### src/rtl/hba_master.sv
// hba_master: HBA bus initiator that runs one host command per bus transaction,
// with arbitration, acknowledge wait and a request-to-ack timeout.
module hba_master #(
  parameter int DBUS_WIDTH     = 8,
  parameter int ADDR_WIDTH     = 12,
  parameter int TIMEOUT_CYCLES = 255
) (
  input  logic                  hba_clk,
  input  logic                  hba_reset,
  input  logic                  cmd_valid,
  output logic                  cmd_ready,
  input  logic                  cmd_rnw,
  input  logic [ADDR_WIDTH-1:0] cmd_addr,
  input  logic [DBUS_WIDTH-1:0] cmd_wdata,
  output logic                  rsp_valid,
  output logic [DBUS_WIDTH-1:0] rsp_data,
  output logic                  rsp_timeout,
  output logic                  hba_mreq,
  input  logic                  hba_mgrant,
  output logic                  hba_select,
  output logic                  hba_rnw,
  output logic [ADDR_WIDTH-1:0] hba_abus_master,
  output logic [DBUS_WIDTH-1:0] hba_dbus_master,
  input  logic                  hba_xferack,
  input  logic [DBUS_WIDTH-1:0] hba_dbus
);
  typedef enum logic [1:0] {IDLE, REQ, XFER, DONE} state_t;
  state_t                state_q, state_d;
  logic                  rnw_q, to_q;
  logic [ADDR_WIDTH-1:0] addr_q;
  logic [DBUS_WIDTH-1:0] wdata_q, rdata_q;
  logic [15:0]           cnt_q;
  logic                  ack, expire;
  assign ack    = state_q == XFER && hba_xferack;
  assign expire = cnt_q + 16'd1 == 16'(TIMEOUT_CYCLES);
  // Counter idles at zero so it is already cleared when a command is accepted.
  always_ff @(posedge hba_clk) begin
    if (hba_reset) begin
      state_q <= IDLE;
      cnt_q   <= '0;
      rnw_q   <= 1'b0;
      addr_q  <= '0;
      wdata_q <= '0;
      rdata_q <= '0;
      to_q    <= 1'b0;
    end else begin
      state_q <= state_d;
      cnt_q   <= state_q == IDLE ? '0 : cnt_q + 16'd1;
      if (cmd_valid && cmd_ready) begin
        rnw_q   <= cmd_rnw;
        addr_q  <= cmd_addr;
        wdata_q <= cmd_wdata;
      end
      if (state_d == DONE) begin
        rdata_q <= ack && rnw_q ? hba_dbus : '0;
        to_q    <= !ack;
      end
    end
  end
  // An ack arriving on the expiry cycle still completes the transfer.
  always_comb begin
    state_d = state_q == IDLE ? (cmd_valid ? REQ : IDLE) :
              state_q == REQ  ? (expire ? DONE : hba_mgrant ? XFER : REQ) :
              state_q == XFER ? (ack || expire ? DONE : XFER) : IDLE;
  end
  always_comb begin
    cmd_ready       = state_q == IDLE;
    hba_mreq        = state_q == REQ || state_q == XFER;
    hba_select      = state_q == XFER;
    hba_rnw         = hba_select && rnw_q;
    hba_abus_master = hba_select ? addr_q : '0;
    hba_dbus_master = hba_select && !rnw_q ? wdata_q : '0;
    rsp_valid       = state_q == DONE;
    rsp_data        = rdata_q;
    rsp_timeout     = to_q;
  end
endmodule

### config.mk
export PLATFORM = sky130hd
export DESIGN_NAME = hba_master
export DESIGN_NICKNAME = d
export VERILOG_FILES = /design/src/rtl/hba_master.sv
export SDC_FILE = /design/constraint.sdc
export NUM_CORES = 1
export LEC_CHECK = 0
export CORE_UTILIZATION = 39
export CTS_BUF_LIST = sky130_fd_sc_hd__clkbuf_4 sky130_fd_sc_hd__clkbuf_8
export DETAILED_ROUTE_END_ITERATION = 8
export MAX_ROUTING_LAYER = met4
export PLACE_DENSITY = 0.68
export SYNTH_ARGS = -nofsm -noshare
export SYNTH_HDL_FRONTEND = slang
export SYNTH_SLANG_ARGS = --single-unit
### constraint.sdc
create_clock -name hba_clk -period 3.4 [get_ports hba_clk]
set_input_delay 1.02 -clock hba_clk [delete_from_list [all_inputs] [get_ports hba_clk]]
set_output_delay 1.02 -clock hba_clk [all_outputs]
set_load 0.02 [all_outputs]
Word level (Yosys, flattened, before mapping)
Cells that the tools add are included.
Widths: inputs -> output; s select.
{"block": "classes", "addsub": 1, "multipliers": 0, "div_mod_pow": 0, "n_lt_le_gt_ge": 0, "n_eq_ne": 5, "shifts": 0, "n_mux": 10, "bitwise_logic": 0, "reduce_logical": 11}
{"operator": "$add 16x1->16 const B", "n": 1}
{"operator": "$eq 16x8->1 const B", "n": 1}
{"operator": "$mux 8", "n": 2}
{"operator": "$mux 12", "n": 1}
{"operator": "$mux 2", "n": 5}
{"operator": "$eq 2x2->1 const B", "n": 3}
{"operator": "$logic_and 1x1->1", "n": 5}
{"operator": "$eq 2x1->1 const B", "n": 1}
{"operator": "$logic_not 1->1", "n": 2}
{"operator": "$logic_not 2->1", "n": 1}
{"operator": "$logic_or 1x1->1", "n": 2}
{"operator": "$mux 1", "n": 2}
{"operator": "$reduce_or 2->1", "n": 1}
{"block": "word_totals", "register_bits": 48, "latchBits": 0, "ramBits": 0, "romBits": 0, "input_bits": 34, "out_inout_bits": 34, "wordCells": 34, "memories": 0}

Longest topological paths before layout
Gate-level depths: netlist of run 1.
{"block": "depth", "depth_word": 8, "mapped_depth": 9, "depth_no_buf": 8}

Worst setup path before layout of run 1
Ideal clock, no wire load.
{"block": "synth_path", "path_kind": "register to output", "startpoint": "register state_q[0]", "endpoint": "output port hba_dbus_master[0]", "arrival_ns": 1.296, "required_ns": 2.380, "path_slack_ns": 1.084, "stages_incl_launch_ff": 5, "path_buffers": 0, "path_cell_list": "dfxtp_1 inv_1 ha_1 nor2b_1 and2_1"}
{"block": "synth_between", "elab_chain_len": 3}
{"item": "start, declared", "line_no": "28", "source": "state_t state_q, state_d;"}
{"item": "start signal, assigned", "line_no": "47", "source": "state_q <= state_d;"}
{"item": "$eq 2x2->1", "line_no": "69", "source": "hba_select = state_q == XFER;"}
{"item": "named net hba_select", "line_no": "20", "source": "output logic hba_select,"}
{"item": "$logic_and 1x1->1", "line_no": "72", "source": "hba_dbus_master = hba_select && !rnw_q ? wdata_q : '0;"}
{"item": "$mux 8", "line_no": "72"}
{"item": "end, declared", "line_no": "23", "source": "output logic [DBUS_WIDTH-1:0] hba_dbus_master,"}
The timed path passes the listed nets, and every way through them passes these cells.

Final worst setup path of run 1
{"block": "layout_path", "startpoint": "register state_q[0]", "endpoint": "output port hba_dbus_master[7]"}
{"block": "layout_between", "elab_chain_len": 3}
{"item": "$eq 2x2->1", "line_no": "69"}
{"item": "$logic_and 1x1->1", "line_no": "72"}
{"item": "$mux 8", "line_no": "72"}
Every way passes these cells.

==> results.ini, run 1 <==
[outcome]
run_status=completed

[place]
detailed_place.area_sq_mm=0.00308
post-dp-hpwl_microns=3900
routabilityCongestion=0.801
port_buffers=67

[clock_tree]
clk_root_buffer_cell=sky130_fd_sc_hd__clkbuf_8
cts_tree=yes
post_cts.repair.setup_buffers=0
insertion_delay_ns=0.30
numCtsBuffers=5
cts_resized=0
clock_path_buffers=2
cts_num_sinks=48
cts_hold_buffers=0
post_cts_clock_slew_at_the_launch_and_capture_registers_of_the_worst_setup_and_hold_paths_ns=0.09
cts.htree.levels=2

[sta]
rsz_0062_raised_after_global_routing=no
timing.slew.headroom_pct=48.7
finalWorstPathRequiredPeriod_ns=3.15
finalHoldViolations=0
max_clock_freq_ghz=0.318
final_max_slew_viol_count=0
final.period_utilization_pct=92.5
final-setup-viol-count=0
fin_worst_skew_ns=0.00313
tns_ns=0
worst_hold_slack_ns=0.453
measured_slew_at_the_worst_slew_check_pin_ns=0.768

[routing]
drt_pass1_iterations=4
post_drt_wl_per_cell_microns=12.8
first_iter_violations=127
drt_drc_violations_left=0
detailroute.via_count=2048
vias_per_cell=4.85
final_antenna_net_count=0
drt_wl_total_microns=5400

[synth]
synth.ff_latch_count=48
yosys.cell_types.count=40
netlist_area_sq_mm=0.00234
synth.yosys.seq_area_share_pct=41.1
yosys.area.top_type=sky130_fd_sc_hd__dfxtp_1
avgSynthCellArea_sq_um=8.26
synth.net_count=323
synth.cells.most_frequent=59 x sky130_fd_sc_hd__nand2_1, 48 x sky130_fd_sc_hd__dfxtp_1, 23 x sky130_fd_sc_hd__a21oi_1
synth_top_cells_by_area=sky130_fd_sc_hd__dfxtp_1 41%, sky130_fd_sc_hd__nand2_1 9.5%, sky130_fd_sc_hd__and2_1 5.9%, sky130_fd_sc_hd__a21oi_1 4.9%, sky130_fd_sc_hd__xnor2_1 4.1%
synth_edf_count=0
postSynth.asyncResetShare_pct=0
post_synthesis_instance_total=283
postSynth.topFlopCell=sky130_fd_sc_hd__dfxtp_1
yosys_warnings=0
synth_top_area_share_pct=41.1
synth.most_common_cell=sky130_fd_sc_hd__nand2_1

[die]
ios=68
design.core.area_sq_mm=0.00564
initial_core_util_pct=41.4
die_height_microns=79.4
rows=27
floorplan.die_area_sq_mm=0.00631
die_width_microns=79.4

[power_and_ir_drop]
p_clk_share_pct=34.6
peakVddDrop_mv=0.184
switchingPower_mw=0.255
power.share.combinational_pct=10.1
leakagePower_nw=1.13
power.density_cell_area_mw_per_mm2=336
power_frac_seq_pct=55.2
internal_dissipation_mw=0.812
netSwitchingFraction_pct=23.9

[cells_and_area]
nets_final=389
design_area_sq_mm=0.00318
n_antenna_cell=0
layout-area-overhead-vs-synth_pct=36.0
post_route_cells_drive_above_1_share_pct=6.57
fill_cells=520

[worst_setup_path]
critical_path.startpoint_type=flip-flop
timing_worst_setup_path_type=flip-flop to output port
cp.required_ns=2.38
worst-endpoint-arrival_ns=2.13
cp_max_fo=8
critPathCaptureType=output port

[global_route]
grt_pass1_vias=1940
grt_overflow_total=0
grt_pass1_wl_microns=9200
grt.total_usage_pct=19.4
grt_max_degree=30
antenna_found_initial=0

[flow_run]
cap_viol_max_count=0

[hold_path]
hold_path_class=flip-flop to flip-flop

-- final cells by class --
class | instances | area, sq um | area share (%)
Clock inverter | 1 | 7.51 | 0.236
Multi-Input combinational cell | 216 | 1300 | 41.0
Clock buffer | 7 | 90.1 | 2.83
Sequential cell | 48 | 961 | 30.2
Timing Repair Buffer | 71 | 701 | 22.0
Inverter | 7 | 26.3 | 0.827
Tap cell | 72 | 90.1 | 2.83
-- placed cells by master, fill, tap and decap left out, types with 2 or more instances in the layout --
| cell | instances |
|---|---|
| sky130_fd_sc_hd__nor3_1 | 7 |
| sky130_fd_sc_hd__mux2i_1 | 9 |
| sky130_fd_sc_hd__nor3b_1 | 3 |
| sky130_fd_sc_hd__nand3_1 | 4 |
| sky130_fd_sc_hd__clkbuf_8 | 6 |
| sky130_fd_sc_hd__and3_1 | 2 |
| sky130_fd_sc_hd__or2_2 | 4 |
| sky130_fd_sc_hd__xnor2_1 | 11 |
| sky130_fd_sc_hd__buf_4 | 4 |
| sky130_fd_sc_hd__a21oi_1 | 23 |
| sky130_fd_sc_hd__inv_1 | 7 |
| sky130_fd_sc_hd__nand4_1 | 5 |
| sky130_fd_sc_hd__nor2b_1 | 3 |
| sky130_fd_sc_hd__ha_1 | 6 |
| sky130_fd_sc_hd__a211oi_1 | 3 |
| sky130_fd_sc_hd__clkdlybuf4s50_1 | 67 |
| sky130_fd_sc_hd__and2_1 | 22 |
| sky130_fd_sc_hd__nand2_1 | 59 |
| sky130_fd_sc_hd__o31ai_1 | 2 |
| sky130_fd_sc_hd__nor2_1 | 19 |
| sky130_fd_sc_hd__dfxtp_1 | 48 |
| sky130_fd_sc_hd__a31oi_1 | 2 |
| sky130_fd_sc_hd__nand2b_1 | 10 |
| sky130_fd_sc_hd__nor4_1 | 2 |
| sky130_fd_sc_hd__xor2_1 | 5 |
-- critical path, cell delays in order, from the launching register on --
cell	delay (ns)
sky130_fd_sc_hd__dfxtp_1	0.34
sky130_fd_sc_hd__inv_1	0.09
sky130_fd_sc_hd__ha_1	0.17
sky130_fd_sc_hd__nor2b_1	0.42
sky130_fd_sc_hd__and2_1	0.21
sky130_fd_sc_hd__clkdlybuf4s50_1	0.60
-- power groups by stage --
stage / logic, mW / registers [mW] / clock network, mW
floorplan: 0.0539 / 0.600 / 0
global placement: 0.109 / 0.602 / 0
detailed placement: 0.110 / 0.602 / 0
CTS: 0.110 / 0.589 / 0.375
global route: 0.121 / 0.592 / 0.399
finish: 0.108 / 0.589 / 0.370
-- registers in the layout, summed over array words and instances, names as in the netlist --
register / cells
rnw_q: 1
rsp_data: 8
cnt_q: 16
state_q: 2
wdata_q: 8
rsp_timeout: 1
addr_q: 12
-- metrics by stage --
step / power, mW / worst slack (ns) / util, % / std cells
2_1_floorplan: 0.653 / 1.08 / - / 283
3_3_place_gp: 0.711 / 0.684 / 54.6 / 414
3_5_place_dp: 0.712 / 0.572 / 54.6 / 414
4_1_cts: 1.07 / 0.229 / 56.3 / 422
5_1_grt: 1.11 / 0.0766 / 56.3 / 422
6_report: 1.07 / 0.253 / 56.3 / 422
-- logic make-up (layout without fill, tap and decap cells) --
logic type | Yosys count | in the layout | share of synthesized area (%)
flops | 48 | 48 | 41.1
mux | 9 | 9 | 3.85
simple gates | 148 | 148 | 32.5
fa+ha+maj | 6 | 6 | 3.21
buf+inv | 19 | 86 | 3.16
compound gates | 37 | 37 | 10.2
xor+xnor | 16 | 16 | 6.00
-- per-layer routing --
layer	vias up	GRT usage [%]	wire length [microns]
met5	-	-	0
met3	6	4.80	283
met1	928	25.2	2510
met4	0	7.09	82
met2	43	29.2	2520
li1	1071	-	-
-- worst paths after layout --
kind | depth (start not counted) | slack, ns | start | end
max | 5 | 0.25 | state_q[0] | hba_dbus_master[7]
min | 2 | 0.45 | addr_q[7] | addr_q[7]
max reg2reg | 7 | 0.78 | cnt_q[0] | rsp_timeout
min reg2reg | 2 | 0.45 | addr_q[7] | addr_q[7]
Power figures use the tool's default switching activity.
==> run 2: changes to the inputs <==
--- a/config.mk
+++ b/config.mk
@@ -7,6 +7,7 @@
 export LEC_CHECK = 0
 export CORE_UTILIZATION = 39
 export CTS_BUF_LIST = sky130_fd_sc_hd__clkbuf_4 sky130_fd_sc_hd__clkbuf_8
+export CTS_CLUSTER_DIAMETER = 80
 export DETAILED_ROUTE_END_ITERATION = 8
 export MAX_ROUTING_LAYER = met4
 export PLACE_DENSITY = 0.68
==> results of run 2 <==
No change in the layout: final DEF, timing and power equal those of run 1.
==> run 3: changes to the inputs <==
--- a/config.mk
+++ b/config.mk
@@ -5,6 +5,7 @@
 export SDC_FILE = /design/constraint.sdc
 export NUM_CORES = 1
 export LEC_CHECK = 0
+export CORE_MARGIN = 2
 export CORE_UTILIZATION = 39
 export CTS_BUF_LIST = sky130_fd_sc_hd__clkbuf_4 sky130_fd_sc_hd__clkbuf_8
 export CTS_CLUSTER_DIAMETER = 80
==> results.ini, run 3 (synthesized netlist as in run 1, its figures left out) <==
[outcome]
run_status=completed

[power_and_ir_drop]
peakVddDrop_mv=0.161  ; -13%
switchingPower_mw=0.253  ; -0.80%
leakagePower_nw=1.14  ; +0.15%
netSwitchingFraction_pct=24.2  ; +0.27 points
power_frac_seq_pct=56.3  ; +1.1 points
internal_dissipation_mw=0.793  ; -2.3%
power.share.combinational_pct=10.5  ; +0.4 points
power.density_cell_area_mw_per_mm2=329  ; -2.1%
p_clk_share_pct=33.3  ; -1.3 points
design_power_total_mw=1.05  ; -1.9%

[routing]
drt_drc_violations_left=0  ; unchanged
drt_wl_total_microns=5440  ; +0.76%
detailroute.via_count=2066  ; +0.88%
vias_per_cell=4.85  ; about the same
drt_pass1_iterations=4  ; unchanged
final_antenna_net_count=0  ; unchanged
first_iter_violations=92  ; -28%
post_drt_wl_per_cell_microns=12.8  ; -0.19%

[sta]
measured_slew_at_the_worst_slew_check_pin_ns=0.769  ; +0.00134 ns
final-setup-viol-count=0  ; unchanged
max_clock_freq_ghz=0.326  ; +2.6%
final.period_utilization_pct=90.2  ; -2.3 points
finalWorstPathRequiredPeriod_ns=3.07  ; -0.0790 ns
tns_ns=0  ; unchanged
finalHoldViolations=0  ; unchanged
worst_hold_slack_ns=0.453  ; +0.0000280 ns
rsz_0062_raised_after_global_routing=no
fin_worst_skew_ns=0.0115  ; +0.00840 ns
final_max_slew_viol_count=0  ; unchanged
timing.slew.headroom_pct=48.6  ; -0.089 points

[cells_and_area]
fill_cells=539  ; +3.7%
regArea_sq_um=961  ; unchanged
layout-area-overhead-vs-synth_pct=36.2
post_route_cells_drive_above_1_share_pct=6.84  ; +0.27 points
largest_register_ff_count=16  ; unchanged
n_antenna_cell=0  ; unchanged
multi_input_logic_area_sq_mm=0.00130  ; unchanged
most_frequent_standard_cell_in_the_layout_excluding_fill_and_tap_cells=sky130_fd_sc_hd__clkdlybuf4s50_1
fin_util_pct=54.4  ; -1.9 points
reg_top3=cnt_q (16), addr_q (12)
top_register=cnt_q
nets_final=390  ; +0.26%
most_used_cells_in_the_layout_excluding_fill_and_tap_cells=67 x sky130_fd_sc_hd__clkdlybuf4s50_1, 59 x sky130_fd_sc_hd__nand2_1, 48 x sky130_fd_sc_hd__dfxtp_1, 23 x sky130_fd_sc_hd__a21oi_1, 22 x sky130_fd_sc_hd__and2_1

[die]
die_width_microns=81.4  ; +2.5%
initial_core_util_pct=39.9  ; -1.5 points
ios=68  ; unchanged
die_height_microns=81.4  ; +2.5%
design.core.area_sq_mm=0.00585  ; +3.7%
rows=28  ; +3.7%
floorplan.die_area_sq_mm=0.00663  ; +5.1%

[global_route]
antenna_found_initial=0  ; unchanged
grt_max_degree=23  ; -23%
grt.total_usage_pct=17.5  ; -2.0 points
grt_pass1_wl_microns=8910  ; -3.1%
grt_overflow_total=0  ; unchanged
grt_pass1_vias=1932  ; -0.41%

[flow_run]
cap_viol_max_count=0  ; unchanged

[worst_setup_path]
critical_path.startpoint_type=flip-flop
cp_max_fo=8  ; unchanged
timing_worst_setup_path_type=flip-flop to output port
worst-endpoint-arrival_ns=2.05  ; -0.08 ns
critPathCaptureType=output port
cp.required_ns=2.38  ; about the same

[place]
routabilityCongestion=0.824  ; +2.9%
post-dp-hpwl_microns=3950  ; +1.3%
port_buffers=67  ; unchanged

[clock_tree]
post_cts.repair.setup_buffers=0  ; unchanged
post_cts_clock_slew_at_the_launch_and_capture_registers_of_the_worst_setup_and_hold_paths_ns=0.08  ; about the same
numCtsBuffers=5  ; unchanged
clk_root_buffer_cell=sky130_fd_sc_hd__clkbuf_8
cts_resized=0  ; unchanged
cts_num_sinks=48  ; unchanged
insertion_delay_ns=0.30  ; about the same
cts_hold_buffers=0  ; unchanged
clock_path_buffers=2  ; unchanged
cts_tree=yes
cts.htree.levels=2  ; unchanged

[hold_path]
hold_path_class=flip-flop to flip-flop

## run 3: changes by cell type in the layout (fill, tap and decap cells not counted), sizes merged
cell,before,now
buf,4,5
clkbuf,7,6
clkinv,0,1
## run 3: worst max-delay path, cell delays in order (launching register included)
cell and delay, ns:
sky130_fd_sc_hd__dfxtp_1 0.33, sky130_fd_sc_hd__inv_1 0.08, sky130_fd_sc_hd__ha_1 0.16, sky130_fd_sc_hd__nor2b_1 0.38, sky130_fd_sc_hd__and2_1 0.20, sky130_fd_sc_hd__clkdlybuf4s50_1 0.60
## run 3: power groups by stage
stage,combinational [mW],clock [mW],sequential (mW)
final,0.109,0.348,0.589
after CTS,0.111,0.360,0.589
after floorplan,0.0539,0,0.600
after detailed placement,0.110,0,0.602
after global routing,0.123,0.383,0.592
after global placement,0.110,0,0.602
## run 3: worst paths after layout
path                    from                 end  slack, ns  cells past startpoint
hold reg to reg    addr_q[0]           addr_q[0]       0.45                      2
setup reg to reg    cnt_q[0]         rsp_timeout       0.78                      8
hold / removal     addr_q[0]           addr_q[0]       0.45                      2
setup / recovery  state_q[0]  hba_dbus_master[6]       0.33                      5
## run 3: metal layers
metal,vias up,routed length [microns],track usage [%]
met5,-,0,-
met4,0,83,4.92
met3,7,303,5.16
met2,48,2300,24.9
met1,932,2750,23.9
li1,1079,-,-
## run 3: layout make-up
class | count | share of cell area (%)
multi-input combinational | 216 | 40.9
tap | 75 | 2.95
sequential | 48 | 30.2
clock buffer | 6 | 2.40
timing repair buffer | 72 | 22.2
clock inverter | 2 | 0.511
inverter | 7 | 0.825
## run 3: through the flow
step / area [sq um] / setup WS (ns) / std cells
after CTS: 3180 / 0.326 / 426
after floorplan: 2340 / 1.08 / 283
after global placement: 3090 / 0.709 / 418
after detailed placement: 3090 / 0.659 / 418
final: 3180 / 0.332 / 426
after global routing: 3180 / 0.208 / 426
